$ cat src/rtl/legv8_pkg.sv
// Shared LEGv8 decode definitions: opcode patterns (with don't-care bits) and the
// control bundle carried from the ID stage to ID/EX.
package legv8_pkg;

  typedef struct packed {
    logic       Reg2Loc;
    logic       ALUSrc;
    logic       MemtoReg;
    logic       RegWrite;
    logic       MemRead;
    logic       MemWrite;
    logic       Branch;
    logic       BranchNZ;
    logic       Uncond;
    logic [1:0] ALUOp;
    logic       Illegal;
  } ctrl_t;

  localparam logic [10:0] OP_ADD   = 11'b10001011000;
  localparam logic [10:0] OP_SUB   = 11'b11001011000;
  localparam logic [10:0] OP_ADDS  = 11'b10101011000;
  localparam logic [10:0] OP_SUBS  = 11'b11101011000;
  localparam logic [10:0] OP_AND   = 11'b10001010000;
  localparam logic [10:0] OP_ORR   = 11'b10101010000;
  localparam logic [10:0] OP_LDUR  = 11'b11111000010;
  localparam logic [10:0] OP_STUR  = 11'b11111000000;
  localparam logic [10:0] OP_CBZ   = 11'b10110100???;
  localparam logic [10:0] OP_BCOND = 11'b01010100???;
  localparam logic [10:0] OP_CBNZ  = 11'b10110101???;
  localparam logic [10:0] OP_B     = 11'b000101?????;
  localparam logic [10:0] OP_ADDI  = 11'b1001000100?;
  localparam logic [10:0] OP_ADDIS = 11'b1011000100?;
  localparam logic [10:0] OP_SUBI  = 11'b1101000100?;
  localparam logic [10:0] OP_SUBIS = 11'b1111000100?;

  // Bit order: Reg2Loc ALUSrc MemtoReg RegWrite MemRead MemWrite Branch BranchNZ Uncond ALUOp[1:0] Illegal
  localparam ctrl_t CTRL_NOP  = ctrl_t'(12'b0000_0000_0000);
  localparam ctrl_t CTRL_RFMT = ctrl_t'(12'b0001_0000_0100);
  localparam ctrl_t CTRL_LDUR = ctrl_t'(12'b0111_1000_0000);
  localparam ctrl_t CTRL_STUR = ctrl_t'(12'b1100_0100_0000);
  localparam ctrl_t CTRL_CBZ  = ctrl_t'(12'b1000_0010_0010);
  localparam ctrl_t CTRL_CBNZ = ctrl_t'(12'b1000_0011_0010);
  localparam ctrl_t CTRL_B    = ctrl_t'(12'b0000_0010_1000);
  localparam ctrl_t CTRL_IFMT = ctrl_t'(12'b0101_0000_0110);
  localparam ctrl_t CTRL_ILL  = ctrl_t'(12'b0000_0000_0001);

endpackage

$ cat src/rtl/maindec_comb.sv
// Combinational LEGv8 main decoder: 11-bit opcode to control bundle.
// Extended opcodes (B, CBNZ, AND, ORR) decode only when EXT_EN is set.
module maindec_comb
  import legv8_pkg::*;
#(
  parameter bit EXT_EN = 1'b1
) (
  input  logic [10:0] op,
  output ctrl_t       ctrl
);

  always_comb begin
    ctrl = CTRL_ILL;
    casez (op)
      OP_ADD, OP_SUB, OP_ADDS, OP_SUBS:     ctrl = CTRL_RFMT;
      OP_AND, OP_ORR:                       ctrl = EXT_EN ? CTRL_RFMT : CTRL_ILL;
      OP_LDUR:                              ctrl = CTRL_LDUR;
      OP_STUR:                              ctrl = CTRL_STUR;
      OP_CBZ, OP_BCOND:                     ctrl = CTRL_CBZ;
      OP_CBNZ:                              ctrl = EXT_EN ? CTRL_CBNZ : CTRL_ILL;
      OP_B:                                 ctrl = EXT_EN ? CTRL_B : CTRL_ILL;
      OP_ADDI, OP_ADDIS, OP_SUBI, OP_SUBIS: ctrl = CTRL_IFMT;
      default:                              ctrl = CTRL_ILL;
    endcase
  end

endmodule

$ cat src/rtl/maindec_pipe.sv
// Registered, handshaked ID-stage main decoder. Decodes on accept, presents the
// bundle one cycle later; optional skid entry keeps in_ready off the out_ready path.
module maindec_pipe
  import legv8_pkg::*;
#(
  parameter bit EXT_EN  = 1'b1,
  parameter bit SKID_EN = 1'b1,
  parameter int CNT_W   = 16
) (
  input  logic             clk,
  input  logic             reset,
  input  logic             in_valid,
  output logic             in_ready,
  input  logic [10:0]      Op,
  input  logic             flush,
  output logic             out_valid,
  input  logic             out_ready,
  output logic             Reg2Loc,
  output logic             ALUSrc,
  output logic             MemtoReg,
  output logic             RegWrite,
  output logic             MemRead,
  output logic             MemWrite,
  output logic             Branch,
  output logic             BranchNZ,
  output logic             Uncond,
  output logic [1:0]       ALUOp,
  output logic             Illegal,
  output logic [CNT_W-1:0] illegal_cnt
);

  function automatic logic [CNT_W-1:0] sat_inc(input logic [CNT_W-1:0] v);
    return (v == {CNT_W{1'b1}}) ? v : v + CNT_W'(1);
  endfunction

  // Stage p0: decode at the input
  ctrl_t ctrl_p0;

  maindec_comb #(.EXT_EN(EXT_EN)) u_dec (
    .op   (Op),
    .ctrl (ctrl_p0)
  );

  // Stage p1: head register plus overflow (skid) register
  logic  vld_p1;
  logic  skid_vld_p1;
  ctrl_t ctrl_p1;
  ctrl_t skid_p1;
  ctrl_t ctrl_out;
  logic  accept;
  logic  load_main;

  assign in_ready  = SKID_EN ? ~skid_vld_p1 : (~vld_p1 | out_ready);
  assign accept    = in_valid & in_ready & ~flush;
  // Head is free to take a new entry when empty or leaving this edge.
  assign load_main = ~vld_p1 | out_ready;

  always_ff @(posedge clk or negedge reset) begin
    if (!reset) begin
      vld_p1      <= 1'b0;
      skid_vld_p1 <= 1'b0;
      illegal_cnt <= '0;
    end else begin
      if (flush) begin
        vld_p1      <= 1'b0;
        skid_vld_p1 <= 1'b0;
      end else begin
        vld_p1      <= load_main ? (skid_vld_p1 | accept) : 1'b1;
        skid_vld_p1 <= load_main ? 1'b0 : (skid_vld_p1 | accept);
      end
      if (accept && ctrl_p0.Illegal)
        illegal_cnt <= sat_inc(illegal_cnt);
    end
  end

  always_ff @(posedge clk) begin
    if (load_main)
      ctrl_p1 <= skid_vld_p1 ? skid_p1 : ctrl_p0;
    if (!load_main && accept)
      skid_p1 <= ctrl_p0;
  end

  // Masking by valid makes reset clear the visible controls without resetting data.
  assign ctrl_out  = vld_p1 ? ctrl_p1 : CTRL_NOP;
  assign out_valid = vld_p1;
  assign Reg2Loc   = ctrl_out.Reg2Loc;
  assign ALUSrc    = ctrl_out.ALUSrc;
  assign MemtoReg  = ctrl_out.MemtoReg;
  assign RegWrite  = ctrl_out.RegWrite;
  assign MemRead   = ctrl_out.MemRead;
  assign MemWrite  = ctrl_out.MemWrite;
  assign Branch    = ctrl_out.Branch;
  assign BranchNZ  = ctrl_out.BranchNZ;
  assign Uncond    = ctrl_out.Uncond;
  assign ALUOp     = ctrl_out.ALUOp;
  assign Illegal   = ctrl_out.Illegal;

endmodule

$ cat config.mk
export PLATFORM = sky130hd
export DESIGN_NAME = maindec_pipe
export DESIGN_NICKNAME = d
export VERILOG_FILES = /design/src/rtl/legv8_pkg.sv /design/src/rtl/maindec_comb.sv /design/src/rtl/maindec_pipe.sv
export SDC_FILE = /design/constraint.sdc
export NUM_CORES = 1
export LEC_CHECK = 0
export CELL_PAD_IN_SITES_DETAIL_PLACEMENT = 0
export CELL_PAD_IN_SITES_GLOBAL_PLACEMENT = 2
export CORE_UTILIZATION = 33
export CTS_CLUSTER_DIAMETER = 150
export DETAILED_ROUTE_END_ITERATION = 16
export GPL_TIMING_DRIVEN = 1
export HOLD_SLACK_MARGIN = 0.06
export PLACE_DENSITY = 0.89
export SKIP_LAST_GASP = 1
export SLEW_MARGIN = 20
export SYNTH_ARGS = -nofsm -noshare
export SYNTH_HDL_FRONTEND = slang
export SYNTH_HIERARCHICAL = 1
export SYNTH_SLANG_ARGS = --single-unit
$ cat constraint.sdc
create_clock -name clk -period 3.6 [get_ports clk]
set_clock_uncertainty 0.15 [all_clocks]
set_input_delay 0.54 -clock clk [delete_from_list [all_inputs] [get_ports clk]]
set_output_delay 0.54 -clock clk [all_outputs]
set_load 0.02 [all_outputs]
==> metrics.txt, run 1 <==
RSZ-0062 raised after global routing false; Final Routed Wirelength 3.701 mm; CP max FO 13; Seq cells post-synth 42; async set-or-reset flop fraction in the synthesized netlist 42.86%; share of cells above drive strength 1 13.53%; clk buf depth 2; Fin Setup TNS 0 ns; crit share post-route 86.04%; class of the worst hold path flop to flop; Pwr Density 448.4 nW/µm²; VDD IR max 0.1743 mV; TritonCTS clock tree done; hold buffer count at cts 0; Worst-Margin Slew 0.8175 ns; core area 5675 µm²; number of antenna diodes 0; crit path capture type flop; final hold violation count 0; crit start category primary input; Area contributors post-synth edfxtp_1 (36%), dfrtp_1 (23%), mux2_2 (6.8%), xnor2_1 (5.3%), and2_1 (4.1%); outcome finished, final reports clean; area post-placement 2535 µm²; Mapped Area 1999 µm²; WP data required 3.63 ns; Initial Utilization 35.23%; Root Driver clkbuf_8; # IOs 46; 1st-iter DRT viols 60; final cell area excluding filler cells 2644 µm²; clock net sink count 42; Avg Cell Area, Syn 12.74 µm²; WL per Instance 13.27 µm; register area share after synthesis 58.57%; post-detail-place hpwl 2.753 mm; PostCTS Resize Cnt 0; CTS clock-pin slew for the worst setup and hold paths 0.08 ns; Post-CTS Setup Bufs 0; antenna viol nets, final 0; Final min period 3.098 ns; ys flop type edfxtp_1; Max Slew Vio Count 0; gr usage total 13.06%; P&R area growth vs syn 32.23%; Std-Cell Rows 27; largest area contributor in the netlist edfxtp_1; Final Setup Violations 0; worst skew pair latency 0.29 ns; Synth top area share 36.05%; max_cap viols 0; DIE AREA 6374 µm²; Static Leak 0.9599 nW; Cells after Synth 157; Placer Congestion 0.8439; pin count of the biggest net entering global routing 19; Worst Path Arrival 3.13 ns; total gr overflow 0; Post-Syn Nets 174; chip width 79.84 µm; Avg Vias per Cell 4.903; Slew headroom 45.33%; # DRC 0; # nets final 223; vias in the first global route 1,301; fin worst setup slack 0.5024 ns; input/output buffers 45; number of synthesized flops with an enable pin 24; antenna violations before repair 0; H-tree depth 2; fmax 322.8 MHz; via count 1,368; Synth Warn # 6; dpl ws 0.1865 ns; Synth cell types 43; DR pass1 iterations 4; WS Path Type primary input to flop; first-pass GRT wire length 6.251 mm; overall die height 79.84 µm; CTS buffer count 5
cells in the final DEF, fill, tap and decap left out, drive strengths merged, types with 2 or more instances in the layout:
cell           netlist  final
clkdlybuf4s50        0     45
edfxtp              24     24
dfrtp               18     18
and2                13     13
mux2                13     13
xnor2               12     12
nand4               10     10
nand2                9      9
nor2                 5      5
clkbuf               3      5
nor4                 5      5
inv                  4      4
nand3                4      4
nor3                 4      4
nand2b               2      2
nand4bb              2      2
nor2b                2      2
o21a                 2      2
and3                 2      2
clkinv               0      2
buf                  2      2
nor4b                2      2
registers in the layout (all words and copies together) (netlist names):
| register | cells |
|---|---|
| ctrl_p1 | 12 |
| illegal_cnt | 16 |
| out_valid | 1 |
| skid_p1 | 12 |
| skid_vld_p1 | 1 |
critical path: stages:
cell and delay (ns):
clkdlybuf4s50_1 0.50, or4b_1 0.54, a211o_1 0.34, o41ai_1 0.13, nor3_2 0.16, and4bb_1 0.25
o41a_1 0.28, mux2_1 0.38
synth_stat cells, types with 3 or more instances:
master	number
nor4_1	4
inv_1	4
mux2_2	12
dfrtp_1	18
clkbuf_1	3
edfxtp_1	24
nand3_1	4
nand4_1	9
nor2_1	5
xnor2_1	12
nor3_1	3
and2_1	13
nand2_1	9
power breakdown:
part	internal, mW	total (mW)	leakage [nW]	switching (mW)
clock	0.204	0.361	0.0579	0.157
sequential	0.550	0.603	0.466	0.0524
combinational	0.115	0.222	0.436	0.106
total	0.870	1.19	0.960	0.316
final timing paths:
kind / startpoint / endpoint / slack (ns) / cells after the start
setup / recovery: Op[8] / illegal_cnt[1] / 0.50 / 8
hold / removal: illegal_cnt[15] / illegal_cnt[15] / 0.38 / 1
setup reg to reg: illegal_cnt[0] / illegal_cnt[1] / 1.44 / 4
hold reg to reg: illegal_cnt[15] / illegal_cnt[15] / 0.38 / 1
max in group asynchronous: reset / illegal_cnt[9] / 2.23 / 1
min in group asynchronous: reset / illegal_cnt[5] / 0.57 / 1
cell type report:
cell class | instances | area, µm²
flip-flops and latches | 42 | 1171
clock inverters | 3 | 40.04
well taps | 72 | 90.09
inverters | 4 | 15.01
multi-input cells | 106 | 793.3
fillers | 541 | 3032
repair buffers | 47 | 465.4
clock buffers | 5 | 68.82
metrics by stage:
step / hold slack, ns / utilization [%] / power, mW / cells
floorplan: 0.09441 / - / 0.7179 / 157
global placement: 0.3660 / 44.66 / 0.8363 / 271
detailed placement: 0.3669 / 44.66 / 0.8393 / 271
CTS: 0.3863 / 46.58 / 1.200 / 279
global route: 0.4082 / 46.58 / 1.245 / 279
finish: 0.3793 / 46.58 / 1.185 / 279
cells by family after synthesis:
| logic type | synth area share [%] |
|---|---|
| compound gates | 4.193 |
| xor+xnor | 5.695 |
| fa+ha+maj | 0.6257 |
| buf+inv | 2.065 |
| flops | 58.57 |
| mux | 7.322 |
| simple gates | 21.53 |
metal layers:
layer,global-route usage [%],vias to the layer above,wire length [µm]
met5,0,-,0
met4,6.250,0,68
met3,3.543,6,164
met2,20.51,33,1789
met1,16.58,645,1679
li1,-,684,-
No activity file was read; power rests on OpenSTA's default activity.
==> run 2: changes to the inputs <==
--- a/config.mk
+++ b/config.mk
@@ -12,7 +12,7 @@
 export DETAILED_ROUTE_END_ITERATION = 16
 export GPL_TIMING_DRIVEN = 1
 export HOLD_SLACK_MARGIN = 0.06
-export PLACE_DENSITY = 0.89
+export PLACE_DENSITY = 0.88
 export SKIP_LAST_GASP = 1
 export SLEW_MARGIN = 20
 export SYNTH_ARGS = -nofsm -noshare
==> constraint.sdc (replaced) <==
create_clock -name clk -period 2.87 [get_ports clk]
set_clock_uncertainty 0.15 [all_clocks]
set_input_delay 0.4305 -clock clk [delete_from_list [all_inputs] [get_ports clk]]
set_output_delay 0.4305 -clock clk [all_outputs]
set_load 0.02 [all_outputs]
==> run 2 against run 1 <==
Effect of this change:
- sequential power increased by 27%
- non-clock buffer count increased by 14
- first-iteration DRC count decreased by 22%
- critical path depth increased by 2
- register-to-register slack got worse by 0.56 ns
- clock-buffer cell count unchanged
- die area unchanged
- design area increased by 2.9%
- critical endpoint is now illegal_cnt[4]
- largest cell class unchanged
- largest power group unchanged
==> metrics.txt, run 2 (same netlist as run 1, synthesis figures left out) <==
crit share post-route 93.87%; crit path capture type flop; commonest non-fill, non-tap cell in the layout clkdlybuf4s50_1; dpl ws -0.1230 ns (-0.3095 ns); fin worst setup slack 0.1760 ns (-0.3264 ns); gr usage total 13.52% (+0.46 points); fin cells 293 (+5.0%); max_cap viols 0 (unchanged); RSZ-0062 raised after global routing false; CTS clock-pin slew for the worst setup and hold paths 0.07 ns (about the same); CP max FO 7 (-6); commonest cells after routing, fill and taps aside clkdlybuf4s50_1 (45), edfxtp_1 (24), dfrtp_1 (18); Hold Crit Start illegal_cnt[15]; antenna viol nets, final 0 (unchanged); R2R Path Start illegal_cnt[0]; Final Routed Wirelength 3.866 mm (+4.5%); core area 5675 µm² (unchanged); final core utilization 47.93% (+1.3 points); most flop-heavy register illegal_cnt; P&R area growth vs syn 36.05%; chip width 79.84 µm (unchanged); VDD IR max 0.2074 mV (+19%); Initial Utilization 35.23% (unchanged); number of flip-flops in the largest register 16 (unchanged); outcome finished, final reports clean; 1st-iter DRT viols 47 (-22%); pin count of the biggest net entering global routing 19 (unchanged); fmax 371.2 MHz; Std-Cell Rows 27 (unchanged); PostCTS Resize Cnt 0 (unchanged); number of antenna diodes 0 (unchanged); TritonCTS clock tree done; final hold violation count 0 (unchanged); total gr overflow 0 (unchanged); vias in the first global route 1,376 (+5.8%); post-detail-place hpwl 2.858 mm (+3.8%); share of cells above drive strength 1 17.65% (+4.1 points); WP data required 2.93 ns (-0.70 ns); Pwr Density 513.1 nW/µm² (+14%); area post-placement 2640 µm² (+4.1%); Final min period 2.694 ns; first-pass GRT wire length 6.603 mm (+5.6%); antenna violations before repair 0 (unchanged); Root Driver clkbuf_8; crit start category primary input; Static Leak 1.010 nW (+5.2%); DIE AREA 6374 µm² (unchanged); Max Slew Vio Count 0 (unchanged); H-tree depth 2 (unchanged); DR pass1 iterations 4 (unchanged); final cell area excluding filler cells 2720 µm² (+2.9%); via count 1,426 (+4.2%); Final Setup Violations 0 (unchanged); Post-CTS Setup Bufs 0 (unchanged); clock net sink count 42 (unchanged); final total power 1.396 mW (+18%); WS Path Type primary input to flop; hold buffer count at cts 0 (unchanged); Critical Path Start Op[7]; clk buf depth 2 (unchanged); Layout fillers 537 (-0.74%); CTS buffer count 5 (unchanged); # IOs 46 (unchanged); dpl cells 285 (+5.2%); # DRC 0 (unchanged); Slew headroom 45.21% (-0.12 points); Worst-Margin Slew 0.8193 ns (+0.001823 ns); biggest registers after layout illegal_cnt x16, ctrl_p1 x12, skid_p1 x12; Worst Path Arrival 2.75 ns (-0.38 ns); worst skew pair latency 0.29 ns (about the same); overall die height 79.84 µm (unchanged); # nets final 237 (+6.3%); Avg Vias per Cell 4.867 (-0.74%); class of the worst hold path flop to flop; input/output buffers 45 (unchanged); Placer Congestion 0.8064 (-4.4%); WL per Instance 13.19 µm (-0.53%)
-- run 2: changes by cell type in the layout (fill, tap and decap cells not counted), sizes merged --
cell,change
clkinv,+1
buf,+14
bufinv,-1
-- run 2: critical path, stage by stage --
cell and delay, ns:
clkdlybuf4s50_1 0.48, or3b_2 0.48, a211o_1 0.30, o41ai_1 0.14, nor3_2 0.11, and4bb_1 0.25, o41a_1 0.15, buf_4 0.19
nand4_1 0.10, xnor2_1 0.12
-- run 2: area by class of cell --
| type | count | area, µm² | share of cell area [%] |
|---|---|---|---|
| timing repair buffer | 61 | 570.5 | 20.98 |
| clock buffer | 5 | 68.82 | 2.530 |
| inverter | 4 | 15.01 | 0.5520 |
| clock inverter | 3 | 11.26 | 0.4140 |
| sequential | 42 | 1171 | 43.05 |
| multi-input combinational | 106 | 793.3 | 29.16 |
| tap | 72 | 90.09 | 3.312 |
-- run 2: final timing paths --
| check | slack, ns | cells past startpoint | endpoint |
|---|---|---|---|
| worst min-delay path | 0.38 | 1 | illegal_cnt[15] |
| worst max-delay path | 0.18 | 10 | illegal_cnt[4] |
| worst min register to register | 0.38 | 1 | illegal_cnt[15] |
| max in group asynchronous | 1.59 | 1 | illegal_cnt[6] |
| min in group asynchronous | 0.47 | 1 | illegal_cnt[13] |
| worst max register to register | 0.88 | 6 | illegal_cnt[4] |
-- run 2: power by group --
group          total (mW)  internal (mW)  switching (mW)
clock network       0.343          0.162           0.181
logic               0.289          0.154           0.135
registers           0.763          0.691          0.0728
-- run 2: layer usage --
layer  part of all wire (%)  GRT usage [%]  vias to the layer above
met5                      0              0                        -
met4                    1.6          5.357                        0
met3                    3.4          2.971                        5
met2                     45          20.68                       29
met1                     50          18.51                      679
li1                       -              -                      713
-- run 2: metrics by stage --
step | TNS [ns] | hold slack (ns)
after floorplan | 0 | -0.01509
after global placement | -0.3914 | 0.3592
after detailed placement | -1.295 | 0.3685
after CTS | 0 | 0.3785
after global routing | 0 | 0.4095
final | 0 | 0.3751
==> edit 1, RTL diff (flow settings as in run 1) <==
Change the parameter `CNT_W` from 16 to 18.
--- a/src/rtl/maindec_pipe.sv
+++ b/src/rtl/maindec_pipe.sv
@@ -5,7 +5,7 @@
 #(
   parameter bit EXT_EN  = 1'b1,
   parameter bit SKID_EN = 1'b1,
-  parameter int CNT_W   = 16
+  parameter int CNT_W   = 18
 ) (
   input  logic             clk,
   input  logic             reset,
Ports: changed (resized illegal_cnt); port bits go from 46 to 48. No check against the original RTL was run, so the function may have changed too.
==> edit 1 against run 1 <==
  * Power grew 2.0%
  * Maximum frequency rose by 0.24%
  * Worst setup slack gained 7.4 ps
  * Sequential cell count grew 2
  * Largest cell class unchanged
  * Synthesized area rose by 8.3%
  * Non-clock buffer count increased by 3
  * Critical endpoint is now illegal_cnt[16]
  * Combinational power grew 4%
  * Global-route usage rose by 0.27 points
  * Wire length grew 18%
  * Final area grew 7.3%
==> edit 1: results (changes against run 1) <==
| Metric | Value |
|---|---|
| Synthesized net count | 192 (was 174) |
| Vias per Instance | 5.07 (was 4.90) |
| First-pass GRT wire length | 7.29 mm (was 6.25 mm) |
| Worst hold start | illegal_cnt[0] (was illegal_cnt[15]) |
| Row count | 29 (was 27) |
| Clock Path Buffers | 2 (unchanged) |
| Hold path depth | 1 (unchanged) |
| Final wirelength | 4.35 mm (was 3.70 mm) |
| Worst-case reg-to-reg path depth | 5 (was 4) |
| Largest regs | illegal_cnt: 18 flops, ctrl_p1: 12 flops, skid_p1: 12 flops (was illegal_cnt: 16 flops, ctrl_p1: 12 flops, skid_p1: 12 flops) |
| Hold Path End | illegal_cnt[0] (was illegal_cnt[15]) |
| Vias | 1546 (was 1368) |
| LEAKAGE | 1.08 nW (was 0.960 nW) |
| Async S/R FF share, synth | 45.5% (was 42.9%) |
| Slew @ Worst Pin | 920 ps (was 817 ps) |
| H-tree Lvls | 2 (unchanged) |
| Fmax | 324 MHz (was 323 MHz) |
| Syn. warnings | 6 (unchanged) |
| Status | complete, no violations (unchanged) |
| Setup slack, reg-to-reg | 1430 ps |
| Layout Nets | 244 (was 223) |
| PortBufs | 47 (was 45) |
| Max FO, Critical Path | 6 (was 13) |
| VDD IR-drop max | 0.227 mV (was 0.174 mV) |
| Reg-to-Reg Start | illegal_cnt[0] (unchanged) |
| Most instantiated cells after synthesis | 24 x edfxtp_1, 20 x dfrtp_1, 17 x and2_1 (was 24 x edfxtp_1, 18 x dfrtp_1, 13 x and2_1) |
| Most common flop cell mapped by yosys | edfxtp_1 (unchanged) |
| Sequential area share after synthesis | 56.4% (was 58.6%) |
| Initial DRC count | 124 (was 60) |
| Post-DP Area | 2730 um2 (was 2530 um2) |
| Syn avg cell area | 12.4 um2 (was 12.7 um2) |
| Dpl cells | 297 (was 271) |
| Top cells by area, synth | edfxtp_1 33%, dfrtp_1 23%, mux2_2 7.3%, and2_1 4.9%, xnor2_1 4.5% (was edfxtp_1 36%, dfrtp_1 23%, mux2_2 6.8%, xnor2_1 5.3%, and2_1 4.1%) |
| GP Congestion | 0.781 (was 0.844) |
| EDFF count, synth | 24 (unchanged) |
| All-layer global routing usage | 13.3% (was 13.1%) |
| Fraction of layout cells with a size suffix above 1 | 15.8% (was 13.5%) |
| Max stage delay on crit path | 520 ps (was 540 ps) |
| Final HPWL from detailed placement | 3.12 mm (was 2.75 mm) |
| Synth cell types | 46 (was 43) |
| Largest net degree at the start of global routing | 21 (was 19) |
| Hold_ws | 373 ps (was 379 ps) |
edit 1: cell types whose count changed after synthesis, moves of 3 or more:
cell,run 1,this run
nand4_1,9,4
nor3_1,3,8
and2_1,13,17
o211ai_2,0,3
xor2_1,1,4
edit 1: cell type report:
class                   instances  area [um2]
clock buffers                   5        68.8
multi-input cells             122         905
clock inverters                 3        37.5
repair buffers                 50         493
fillers                       597        3510
well taps                      77        96.3
inverters                       4        15.0
flip-flops and latches         44        1220
edit 1: worst max path at each step:
stage,startpoint,end,slack [ps],depth (start not counted)
3_5_place_dp,Op[8],illegal_cnt[16],210,9
5_1_grt,Op[8],illegal_cnt[16],390,9
2_1_floorplan,out_ready,skid_p1[0],660,2
4_1_cts,Op[8],illegal_cnt[16],520,9
6_report,Op[8],illegal_cnt[16],510,9
3_3_place_gp,Op[8],illegal_cnt[16],260,9
edit 1: worst max-delay path: cells and delay by family:
kind / cells / cell delay [ps]
AND/OR/NAND/NOR: 5 / 1270
buffers and inverters: 1 / 490
AO/OA/AOI/OAI: 2 / 480
multiplexers: 1 / 330
edit 1: cell families after synthesis:
kind of cell	Yosys count	synth area share [%]
compound gates	14	5.20
xor+xnor	15	6.07
fa+ha+maj	1	0.578
buf+inv	9	2.08
flops	44	56.4
mux	14	7.28
simple gates	78	22.4
edit 1: per-stage QoR:
stage               power (mW)  utilization (%)  setup slack [ps]
finish                    1.21             44.7               510
global route              1.27             44.7               388
CTS                       1.22             44.7               525
detailed placement       0.857             43.0               206
global placement         0.853             43.0               263
floorplan                0.735                -               661
edit 1: power breakdown:
part	internal [mW]	switching (mW)	leakage, nW
combinational	0.122	0.109	0.535
clock	0.202	0.163	0.0532
sequential	0.572	0.0405	0.495
total	0.896	0.313	1.08
edit 1: routing by layer:
layer | vias to the layer above | global-route usage, % | share of wire (%)
li1 | 750 | - | -
met1 | 752 | 19.2 | 51
met2 | 39 | 19.7 | 44
met3 | 5 | 3.08 | 3.5
met4 | 0 | 4.70 | 1.5
met5 | - | 0 | 0
==> edit 2, RTL diff (settings of run 1) <==
Without the edit above. Put one more register stage on the output `illegal_cnt`. The value now appears one clock later. The other outputs are not delayed to match.
--- a/src/rtl/maindec_pipe.sv
+++ b/src/rtl/maindec_pipe.sv
@@ -29,6 +29,8 @@
   output logic [CNT_W-1:0] illegal_cnt
 );
 
+  logic [CNT_W-1:0] illegal_cnt_s0;
+
   function automatic logic [CNT_W-1:0] sat_inc(input logic [CNT_W-1:0] v);
     return (v == {CNT_W{1'b1}}) ? v : v + CNT_W'(1);
   endfunction
@@ -59,7 +61,7 @@
     if (!reset) begin
       vld_p1      <= 1'b0;
       skid_vld_p1 <= 1'b0;
-      illegal_cnt <= '0;
+      illegal_cnt_s0 <= '0;
     end else begin
       if (flush) begin
         vld_p1      <= 1'b0;
@@ -69,7 +71,7 @@
         skid_vld_p1 <= load_main ? 1'b0 : (skid_vld_p1 | accept);
       end
       if (accept && ctrl_p0.Illegal)
-        illegal_cnt <= sat_inc(illegal_cnt);
+        illegal_cnt_s0 <= sat_inc(illegal_cnt_s0);
     end
   end
 
@@ -95,5 +97,9 @@
   assign ALUOp     = ctrl_out.ALUOp;
   assign Illegal   = ctrl_out.Illegal;
 
+  always_ff @(posedge clk) begin
+    illegal_cnt <= illegal_cnt_s0;
+  end
+
 endmodule
 
Formal check against the unedited RTL: not equivalent (Yosys sat finds a counterexample within 4 cycles, from zero or initial values and one cycle with reset low).
==> edit 2 against run 1 <==
  * Sequential cell count up 16
  * Final area up 18%
  * Highest routed layer unchanged
  * Count of clock-buffer cells in the layout up 6
  * Core utilization down 1.3 points
  * Power up 33%
  * Wire length up 20%
  * Worst setup slack better by 240 ps
  * Synthesized area up 20%
==> edit 2: results (changes against run 1) <==
| Metric | Value |
|---|---|
| Status | complete, no violations (unchanged) |
| Initial DRC count | 66 (was 60) |
| Routing usage on met2 | 19.2% (was 20.5%) |
| Worst endpoint data arrival time | 2910 ps (was 3130 ps) |
| Mux cell area share after synthesis | 6.26% (was 7.32%) |
| Int Power | 1.16 mW (was 870 uW) |
| Post-synthesis xor/xnor area fraction | 5.11% (was 5.69%) |
| Post-DP Area | 2950 um2 (was 2530 um2) |
| CTS Buf Count | 9 (was 5) |
| Cell Pwr Density | 504 nW/um2 (was 448 nW/um2) |
| Rel. slew slack | 45.8% (was 45.3%) |
| Metal-1 WL | 2.18 mm (was 1.68 mm) |
| Fraction of layout cells with a size suffix above 1 | 17.4% (was 13.5%) |
| Pre-CTS setup slack | 413 ps (was 187 ps) |
| Final wirelength | 4.43 mm (was 3.70 mm) |
| All-layer global routing usage | 13.9% (was 13.1%) |
| PortBufs | 45 (unchanged) |
| GP Congestion | 0.785 (was 0.844) |
| Vias in the first global route | 1538 (was 1301) |
| LEAKAGE | 1.26 nW (was 0.960 nW) |
| Worst-path clk slew | 60 ps (was 80 ps) |
| Min-Delay Path Class | reg -> reg (unchanged) |
| VDD IR-drop max | 0.171 mV (was 0.174 mV) |
| Syn avg cell area | 13.5 um2 (was 12.7 um2) |
| Async S/R FF share, synth | 31.0% (was 42.9%) |
| Comb. pwr | 222 uW (about the same) |
| Final HPWL from detailed placement | 3.04 mm (was 2.75 mm) |
| Sequential fraction of design power | 52.2% (was 50.9%) |
| Max stage delay on crit path | 570 ps (was 540 ps) |
| Largest regs | illegal_cnt: 16 flops, illegal_cnt_s0: 16 flops (was illegal_cnt: 16 flops, ctrl_p1: 12 flops, skid_p1: 12 flops) |
| Clk_lat worst skew | 330 ps (was 290 ps) |
| Number of antenna violations at the first check in global routing | 0 (unchanged) |
| Synthesized net count | 195 (was 174) |
| Layout Nets | 248 (was 223) |
| Max FO, Critical Path | 7 (was 13) |
| Vias per Instance | 4.59 (was 4.90) |
| First-pass GRT wire length | 7.71 mm (was 6.25 mm) |
| GR Util met1 | 19.2% (was 16.6%) |
| Sequential area share after synthesis | 62.2% (was 58.6%) |
| Fill cell count | 669 (was 541) |
| H-tree Lvls | 3 (was 2) |
| Adder-Cell Fraction of Synth Area | 0.522% (was 0.626%) |
| Synth Area in Compound Gates | 2.19% (was 4.19%) |
| Top cells by area, synth | edfxtp_1 30%, dfrtp_1 19%, dfxtp_1 13%, mux2_2 5.6%, xor2_1 5.1% (was edfxtp_1 36%, dfrtp_1 23%, mux2_2 6.8%, xnor2_1 5.3%, and2_1 4.1%) |
| Dpl cells | 316 (was 271) |
| Metal3 WL | 215 um (was 164 um) |
| Routed wl met2 | 1.95 mm (was 1.79 mm) |
| Non-Filler Instances | 332 (was 279) |
| Synth cell types | 45 (was 43) |
-- edit 2: area by class of cell --
| cell class | instances | area, um2 | area share [%] |
|---|---|---|---|
| Tap cell | 96 | 120 | 3.84 |
| Sequential cell | 58 | 1490 | 47.7 |
| Clock buffer | 11 | 153 | 4.88 |
| Timing Repair Buffer | 46 | 458 | 14.6 |
| Clock inverter | 5 | 26.3 | 0.840 |
| Multi-Input combinational cell | 113 | 870 | 27.8 |
| Inverter | 3 | 11.3 | 0.360 |
-- edit 2: final timing paths --
path                            cells after the start                  to  slack (ps)                from
worst max-delay path                                9  illegal_cnt_s0[14]         740              Op[10]
worst min-delay path                                0     illegal_cnt[15]         270  illegal_cnt_s0[15]
worst max register to register                      5   illegal_cnt_s0[1]        1530   illegal_cnt_s0[0]
worst min register to register                      0     illegal_cnt[15]         270  illegal_cnt_s0[15]
max in group asynchronous                           1         skid_vld_p1        2270               reset
min in group asynchronous                           1   illegal_cnt_s0[7]         530               reset
